<file path="config.mk">
export PLATFORM = sky130hd
export DESIGN_NAME = axi_wr_master
export DESIGN_NICKNAME = d
export VERILOG_FILES = /design/src/rtl/axi_pkg.sv /design/src/rtl/axi_beat_ctr.sv /design/src/rtl/axi_wr_master.sv
export SDC_FILE = /design/constraint.sdc
export NUM_CORES = 1
export LEC_CHECK = 0
export BUFFER_PORTS_ARGS = -buffer_cell sky130_fd_sc_hd__buf_2
export CAP_MARGIN = 20
export CORE_AREA = 3 3 152 154
export CTS_CLUSTER_SIZE = 14
export DETAILED_ROUTE_END_ITERATION = 7
export DIE_AREA = 0 0 155 157
export GPL_TIMING_DRIVEN = 0
export MAX_ROUTING_LAYER = met4
export SETUP_SLACK_MARGIN = 0.05
export SLEW_MARGIN = 30
export SYNTH_ARGS = -nofsm -noshare
export SYNTH_HDL_FRONTEND = slang
export SYNTH_SLANG_ARGS = --single-unit
</file>
<file path="constraint.sdc">
create_clock -name clk -period 1.7 [get_ports clk]
set_input_delay 0.51 -clock clk [delete_from_list [all_inputs] [get_ports clk]]
set_output_delay 0.51 -clock clk [all_outputs]
set_load 0.005 [all_outputs]
</file>
<file path="src/rtl/axi_pkg.sv">
// axi_pkg: shared AXI encodings, write-master state enum and the AxSIZE helper
package axi_pkg;
  localparam logic [1:0] BURST_INCR  = 2'b01;
  localparam logic [1:0] RESP_OKAY   = 2'b00;
  localparam logic [1:0] RESP_SLVERR = 2'b10;
  typedef enum logic [1:0] {IDLE, ADDR, DATA, RESP} state_t;
  function automatic logic [2:0] axi_size(input int data_width);
    return 3'($clog2(data_width / 8));
  endfunction
endpackage

</file>
<file path="src/rtl/axi_beat_ctr.sv">
// axi_beat_ctr: counts W handshakes within a burst and flags the last beat
module axi_beat_ctr (
  input  logic       clk,
  input  logic       rst_n,
  input  logic       clr,
  input  logic       inc,
  input  logic [7:0] len,
  output logic       last
);
  logic [7:0] cnt;
  always_ff @(posedge clk or negedge rst_n)
    if (!rst_n) cnt <= '0;
    else cnt <= clr ? 8'd0 : inc ? cnt + 8'd1 : cnt;
  assign last = cnt == len;
endmodule

</file>
<file path="src/rtl/axi_wr_master.sv">
// axi_wr_master: issues one INCR burst per command on AW/W, collects B, and
// aborts with a SLVERR-coded done if any channel stalls for TIMEOUT cycles.
module axi_wr_master
  import axi_pkg::*;
#(
  parameter int ADDR_WIDTH = 32,
  parameter int DATA_WIDTH = 128,
  parameter int TIMEOUT    = 100
) (
  input  logic                    clk,
  input  logic                    rst_n,
  input  logic                    cmd_valid,
  output logic                    cmd_ready,
  input  logic [ADDR_WIDTH-1:0]   cmd_addr,
  input  logic [7:0]              cmd_len,
  input  logic                    wr_valid,
  output logic                    wr_ready,
  input  logic [DATA_WIDTH-1:0]   wr_data,
  input  logic [DATA_WIDTH/8-1:0] wr_strb,
  output logic                    axi_awvalid,
  input  logic                    axi_awready,
  output logic [ADDR_WIDTH-1:0]   axi_awaddr,
  output logic [7:0]              axi_awlen,
  output logic [2:0]              axi_awsize,
  output logic [1:0]              axi_awburst,
  output logic                    axi_wvalid,
  input  logic                    axi_wready,
  output logic [DATA_WIDTH-1:0]   axi_wdata,
  output logic [DATA_WIDTH/8-1:0] axi_wstrb,
  output logic                    axi_wlast,
  input  logic                    axi_bvalid,
  output logic                    axi_bready,
  input  logic [1:0]              axi_bresp,
  output logic                    done,
  output logic [1:0]              done_resp,
  output logic                    done_timeout
);
  localparam int WW = $clog2(TIMEOUT) + 1;
  state_t state, state_nxt;
  logic [WW-1:0] wait_cnt;
  logic accept, aw_hs, w_hs, b_hs, tmo, last;
  assign accept      = state == IDLE && cmd_valid && cmd_ready;
  assign aw_hs       = axi_awvalid && axi_awready;
  assign axi_wvalid  = state == DATA && wr_valid;
  assign wr_ready    = state == DATA && axi_wready;
  assign w_hs        = axi_wvalid && axi_wready;
  assign b_hs        = axi_bready && axi_bvalid;
  assign axi_wlast   = state == DATA && last;
  assign axi_wdata   = wr_data;
  assign axi_wstrb   = wr_strb;
  assign axi_awsize  = axi_size(DATA_WIDTH);
  assign axi_awburst = BURST_INCR;
  // A handshake in the expiry cycle takes priority over the abort
  assign tmo = state != IDLE && !(aw_hs || w_hs || b_hs) && wait_cnt == WW'(TIMEOUT - 1);
  axi_beat_ctr u_beat_ctr (
    .clk   (clk),
    .rst_n (rst_n),
    .clr   (accept),
    .inc   (w_hs),
    .len   (axi_awlen),
    .last  (last)
  );
  always_comb begin
    state_nxt = state;
    state_nxt = tmo ? IDLE :
                accept ? ADDR :
                aw_hs ? DATA :
                (w_hs && axi_wlast) ? RESP :
                b_hs ? IDLE : state;
  end
  always_ff @(posedge clk or negedge rst_n)
    if (!rst_n) begin
      state        <= IDLE;
      cmd_ready    <= 1'b0;
      axi_awvalid  <= 1'b0;
      axi_awaddr   <= '0;
      axi_awlen    <= '0;
      axi_bready   <= 1'b0;
      wait_cnt     <= '0;
      done         <= 1'b0;
      done_resp    <= RESP_OKAY;
      done_timeout <= 1'b0;
    end else begin
      state       <= state_nxt;
      cmd_ready   <= state == IDLE && state_nxt == IDLE;
      axi_awvalid <= accept || (axi_awvalid && !aw_hs && !tmo);
      axi_bready  <= (w_hs && axi_wlast) || (axi_bready && !b_hs && !tmo);
      wait_cnt    <= (state == IDLE || state_nxt != state || aw_hs || w_hs || b_hs) ? '0 : wait_cnt + 1'b1;
      done        <= b_hs || tmo;
      if (accept) begin
        axi_awaddr <= cmd_addr;
        axi_awlen  <= cmd_len;
      end
      if (b_hs) begin
        done_resp    <= axi_bresp;
        done_timeout <= 1'b0;
      end else if (tmo) begin
        done_resp    <= RESP_SLVERR;
        done_timeout <= 1'b1;
      end
    end
endmodule

</file>
==> results.yml, run 1 <==
sta:
  max_freq_mhz: 470
  post-route-min-period_ns: 2.13
  finalMaxSlewViolations: 0
  period_share_pct: 125
  slew_headroom_pct: 63.4
  worst_pin_slew_ns: 0.549
  rsz0062_at_grt: "true"
  fin_tns_setup_ns: -0.470
  setup_violations: 3
  fin_skew_ns: 0.00543
  hold_viol: 0
  setup_slack_ns: -0.429
synth:
  yosysUniqueCellTypes: 41
  synth-seq-cells: 65
  synth_seq_area_share_pct: 41.3
  synth_ff_type: "dfrtp_1"
  post-synth-top-count-cell: "buf_4"
  synth_top_area_cell: "dfrtp_1"
  async_flop_share_pct: 100
  synthTopCellsByCount: "buf_4 (149), dfrtp_1 (65), mux2_1 (39), xor2_1 (13)"
  yosys_warnings: 0
  syn_area_per_cell_um2: 10.9
  synth.top_cell.area_share_pct: 41.3
  syn_area_mm2: 0.00394
  synth_edf_count: 0
  synthTopCellsByArea: "dfrtp_1 (41%), buf_4 (28%), mux2_1 (11%)"
  netlist_instances: 362
clock_tree:
  htree_num_levels: 3
  clk_path_buf_depth: 2
  cts_root_buf: "clkbuf_16"
  cts-buffers-inserted: 9
  insertion_delay_ns: 0.33
  clock_sinks: 65
  clk_pin_slew_ns: 0.06
  cts_tree: "yes"
layout:
  fin_cells: 916
  fin_nets: 826
  area_delta_synth_final_pct: 53.8
  drive_gt1_share_pct: 71.2
  final_util_pct: 27.7
  num_antenna_cells: 0
job:
  maxCapViolCount: 0
floorplanning:
  dieWidth_um: 155
  ios: 392
  core_area_mm2: 0.0218
  start_util_pct: 18.0
  dieArea_mm2: 0.0243
  die-height_um: 157
  rows: 54
min_path:
  hold_class: "in -> async"
routing:
  drt_iter0_markers: 110
  num_vias: 3318
  viasPerCell: 3.62
  drt_wl_total_um: 12000
  drtAntennaViolNets: 0
  dr.pass1.iters: 4
  drc: 0
  wl_per_cell_um: 13.1
outcome:
  outcome: "finished, violations left"
  violations: "negative setup slack"
pwr:
  power_mw: 7.19
  p_per_area_mw_per_mm2: 1190
  p_leak_nw: 3.29
  irDropWorstVdd_v: 0.000586
grt:
  antenna_found_initial: 0
  grt_overflow: 0
  grt_pass1_wl_um: 16600
  met1_usage_pct: 9.68
  gr-usage-met2_pct: 16.3
  met3_usage_pct: 2.56
  grt_max_degree: 41
  grt_util_all_layers_pct: 9.04
  first_global_vias: 3111
  top_usage_layer: "met2"
placed_design:
  place_inst: 888
  dpl.hpwl_um: 9740
  gp_congestion: 0.751
  port-buffer-count: 242
  pre_cts_ws_ns: -0.246
worst_setup_path:
  path_cells: "xor2_1 > nor4_2 > and4b_1 > buf_2"
  arrival_ns: 1.62
  start_kind: "flip-flop"
  cp_max_fo: 5
  critPathBufInv: 1
  required_ns: 1.19
  cp-end-kind: "primary output"
  slowest_delay_ns: 0.44
  cp_slowest_cell: "dfrtp_1"
  crit_type: "reg -> out"
  path_delay_family: "simple AND/OR/NAND/NOR gates"
## metal layers
layer / vias up / wire, um
met1: 1527 / 4100
met2: 201 / 6680
met3: 8 / 1110
met4: 0 / 135
li1: 1582 / -
met5: - / 0
## registers in the layout (all words and copies together) (netlist names)
name	count
axi_awvalid	1
axi_awlen	8
axi_awaddr	32
u_beat_ctr.cnt	8
done	1
axi_bready	1
state	2
cmd_ready	1
done_timeout	1
done_resp	2
wait_cnt	8
## placed cells by master, fill, tap and decap left out, drive strengths merged, types with 3 or more instances in the layout
| cell | netlist | layout |
|---|---|---|
| xor2 | 13 | 13 |
| o21ai | 4 | 4 |
| xnor2 | 7 | 7 |
| nor2 | 18 | 18 |
| clkbuf | 1 | 10 |
| conb | 2 | 5 |
| a21oi | 3 | 3 |
| buf | 155 | 410 |
| dfrtp | 65 | 65 |
| nand2 | 12 | 12 |
| nand2b | 4 | 4 |
| nand4 | 4 | 4 |
| mux2 | 40 | 40 |
| nor3 | 5 | 5 |
| nand3 | 6 | 6 |
## worst reg2reg max path, stage by stage (launching register included)
cell,delay (ns)
dfrtp_1,0.44
xor2_1,0.20
nor4_2,0.30
buf_4,0.18
nand3_1,0.13
a311oi_1,0.28
## worst paths after layout
check | from | end | slack, ns | cells past startpoint
min in group clk | cmd_addr[15] | axi_awaddr[15]$_DFFE_PN0P_ | 0.39 | 2
setup reg to reg | u_beat_ctr.cnt[2]$_DFFE_PN0P_ | state[1]$_DFF_PN0_ | 0.09 | 5
hold / removal | rst_n | done_timeout$_DFFE_PN0P_ | 0.16 | 1
max in group asynchronous | rst_n | axi_awlen[2]$_DFFE_PN0P_ | 0.97 | 2
hold reg to reg | axi_awaddr[13]$_DFFE_PN0P_ | axi_awaddr[13]$_DFFE_PN0P_ | 0.48 | 1
setup / recovery | u_beat_ctr.cnt[2]$_DFFE_PN0P_ | axi_wlast | -0.43 | 4
## final cells by class
type	count	area, um^2
fillers	2308	15800
flip-flops and latches	65	1630
repair buffers	256	1370
multi-input cells	143	1210
plain buffers	155	1170
well taps	280	350
clock buffers	9	225
clock inverters	7	93.8
inverters	1	3.75
## cells by family (layout without fill, tap and decap cells)
| group | after synthesis | in the layout | share of synthesized area [%] |
|---|---|---|---|
| buffers and inverters | 157 | 428 | 29.4 |
| adders and majority gates | 2 | 2 | 0.636 |
| xor gates and xnor gates | 20 | 20 | 4.45 |
| other | 2 | 5 | 0.191 |
| DFF | 65 | 65 | 41.3 |
| and+or+nand+nor | 62 | 62 | 9.83 |
| AOI/OAI and AO/OA | 14 | 14 | 2.73 |
| muxes | 40 | 40 | 11.4 |
## power breakdown
| part | switching, mW | internal [mW] | total, mW |
|---|---|---|---|
| clock network | 0.723 | 1.28 | 2.01 |
| registers | 0.392 | 2.14 | 2.54 |
| logic | 1.10 | 1.54 | 2.65 |
| total | 2.22 | 4.97 | 7.19 |
## repair_timing
| action | 4_1_cts | 5_1_grt |
|---|---|---|
| endpoints found under the setup margin | 48 | 30 |
| resized for setup | 27 | 6 |
| gates cloned | 1 | 0 |
| pin swaps | 5 | 1 |
| hold buffers | 0 | 0 |
| buffers inserted | 11 | 1 |
## per-stage QoR
step,area [um^2],hold WS [ns]
after floorplan,3950,0.214
after global placement,5510,0.457
after detailed placement,5530,0.469
after CTS,6040,0.188
after global routing,6050,0.198
final,6050,0.161
No activity file was read; power rests on OpenSTA's default activity.
==> run 2: changes to the inputs <==
--- a/config.mk
+++ b/config.mk
@@ -7,10 +7,10 @@
 export LEC_CHECK = 0
 export BUFFER_PORTS_ARGS = -buffer_cell sky130_fd_sc_hd__buf_2
 export CAP_MARGIN = 20
-export CORE_AREA = 3 3 152 154
+export CORE_AREA = 2 2 151 153
 export CTS_CLUSTER_SIZE = 14
 export DETAILED_ROUTE_END_ITERATION = 7
-export DIE_AREA = 0 0 155 157
+export DIE_AREA = 0 0 153 155
 export GPL_TIMING_DRIVEN = 0
 export MAX_ROUTING_LAYER = met4
 export SETUP_SLACK_MARGIN = 0.05
==> results.yml, run 2 (synthesis gave the netlist of run 1 again) <==
outcome:
  outcome: "finished, violations left"
  violations: "negative setup slack"
placed_design:
  gp_congestion: 0.686
  dpl.hpwl_um: 9490
  port-buffer-count: 242
layout:
  regMostFlops: "axi_awaddr"
  register_area_mm2: 0.00163
  final_cell_mix: "buf_2 (241), buf_4 (169), dfrtp_1 (62), mux2_1 (39)"
  multi_input_area_mm2: 0.00121
  drive_gt1_share_pct: 71.0
  num_antenna_cells: 0
  fillCellCount: 2313
  largest_reg_flops: 32
  area_delta_synth_final_pct: 54.6
  fin_nets: 832
  layout_commonest_cell: "buf_2"
routing:
  wl_per_cell_um: 12.7
  dr.pass1.iters: 4
  viasPerCell: 3.55
  drc: 0
  drtAntennaViolNets: 0
  drt_wl_total_um: 11800
  drt_iter0_markers: 126
  num_vias: 3290
sta:
  fin_hold_ws_ns: 0.0955
  post-route-min-period_ns: 2.12
  setup_slack_ns: -0.415
  period_share_pct: 124
  fin_skew_ns: 0.00896
  hold_viol: 0
  fin_tns_setup_ns: -0.600
  finalMaxSlewViolations: 0
  max_freq_mhz: 473
  setup_violations: 3
  rsz0062_at_grt: "true"
grt:
  first_global_vias: 2917
  grt_overflow: 0
  antenna_found_initial: 0
  grt_util_all_layers_pct: 9.49
  grt_max_degree: 40
  grt_pass1_wl_um: 16500
pwr:
  p_leak_nw: 3.30
  p_per_area_mw_per_mm2: 1190
  irDropWorstVdd_v: 0.000446
  power_mw: 7.22
floorplanning:
  ios: 392
  die-height_um: 155
  rows: 55
  start_util_pct: 17.7
  core_area_mm2: 0.0222
  dieWidth_um: 153
  dieArea_mm2: 0.0237
worst_setup_path:
  arrival_ns: 1.61
  start_kind: "flip-flop"
  crit_type: "reg -> out"
  path_cells: "xor2_2 > nor4_4 > and4b_1 > buf_2"
  critPathBufInv: 1
  path_delay_family: "simple AND/OR/NAND/NOR gates"
  required_ns: 1.19
  cp_slowest_cell: "dfrtp_2"
  slowest_delay_ns: 0.43
  cp_max_fo: 3
  cp-end-kind: "primary output"
clock_tree:
  cts_tree: "yes"
  cts-buffers-inserted: 9
  htree_num_levels: 3
  insertion_delay_ns: 0.34
  clk_path_buf_depth: 2
  clk_pin_slew_ns: 0.05
  cts_hold_buf: 0
  cts_root_buf: "clkbuf_16"
  clock_sinks: 65
job:
  maxCapViolCount: 0
min_path:
  hold_class: "in -> async"
==> run 2: cell types whose count changed in the layout (fill, tap and decap cells not counted), moves of 2 or more <==
cell	before	now
buf_4	160	169
mux2_1	33	39
mux2_4	6	0
buf_8	3	0
buf_12	2	0
==> run 2: area by class of cell <==
type	instances	area share, %
inverter	1	0.0617
tap	285	5.86
timing repair buffer	262	22.9
clock inverter	5	1.32
sequential	65	26.8
multi-input combinational	143	19.9
clock buffer	10	3.93
buffer	155	19.3
==> run 2: worst register-to-register path: cells and delay by family, from the launching register on <==
kind | cells | cell delay, ns
AO/OA/AOI/OAI | 1 | 0.27
XOR/XNOR | 1 | 0.19
buffers and inverters | 2 | 0.27
flip-flops | 1 | 0.43
AND/OR/NAND/NOR | 2 | 0.43
==> run 2: final timing paths <==
check | slack [ns] | start | end | cells after the start
hold / removal | 0.1 | rst_n | axi_awaddr[31]$_DFFE_PN0P_ | 1
setup / recovery | -0.42 | u_beat_ctr.cnt[2]$_DFFE_PN0P_ | axi_wlast | 4
max in group asynchronous | 1.06 | rst_n | state[0]$_DFF_PN0_ | 2
hold reg to reg | 0.48 | axi_awaddr[22]$_DFFE_PN0P_ | axi_awaddr[22]$_DFFE_PN0P_ | 1
setup reg to reg | 0.03 | u_beat_ctr.cnt[2]$_DFFE_PN0P_ | state[1]$_DFF_PN0_ | 6
min in group clk | 0.38 | cmd_addr[27] | axi_awaddr[27]$_DFFE_PN0P_ | 2
==> run 2: stage by stage <==
stage | utilization [%] | cell area, um^2 | worst slack [ns] | instances
4_1_cts | 27.1 | 6030 | -0.463 | 925
6_report | 27.4 | 6080 | -0.415 | 926
5_1_grt | 27.4 | 6080 | -0.547 | 926
3_3_place_gp | 24.8 | 5510 | -0.330 | 892
3_5_place_dp | 24.9 | 5540 | -0.231 | 893
2_1_floorplan | - | 3950 | 0.0747 | 365
==> run 2: per-layer routing <==
metal	GRT usage [%]	vias to the layer above	wire [um]
li1	-	1587	-
met5	-	-	0
met3	2.98	9	898
met4	3.17	0	138
met2	16.8	181	6390
met1	10.1	1513	4340
==> run 2: repair_timing <==
item | CTS | global route
pin swaps | 6 | 5
cloned | 0 | 0
setup buffers | 21 | 4
setup endpoints to repair | 49 | 57
resized for setup | 15 | 11
==> run 2: report_power, final <==
group / total (mW) / internal, mW / switching (mW)
clock: 2.05 / 1.31 / 0.738
sequential: 2.50 / 2.14 / 0.356
combinational: 2.67 / 1.54 / 1.13
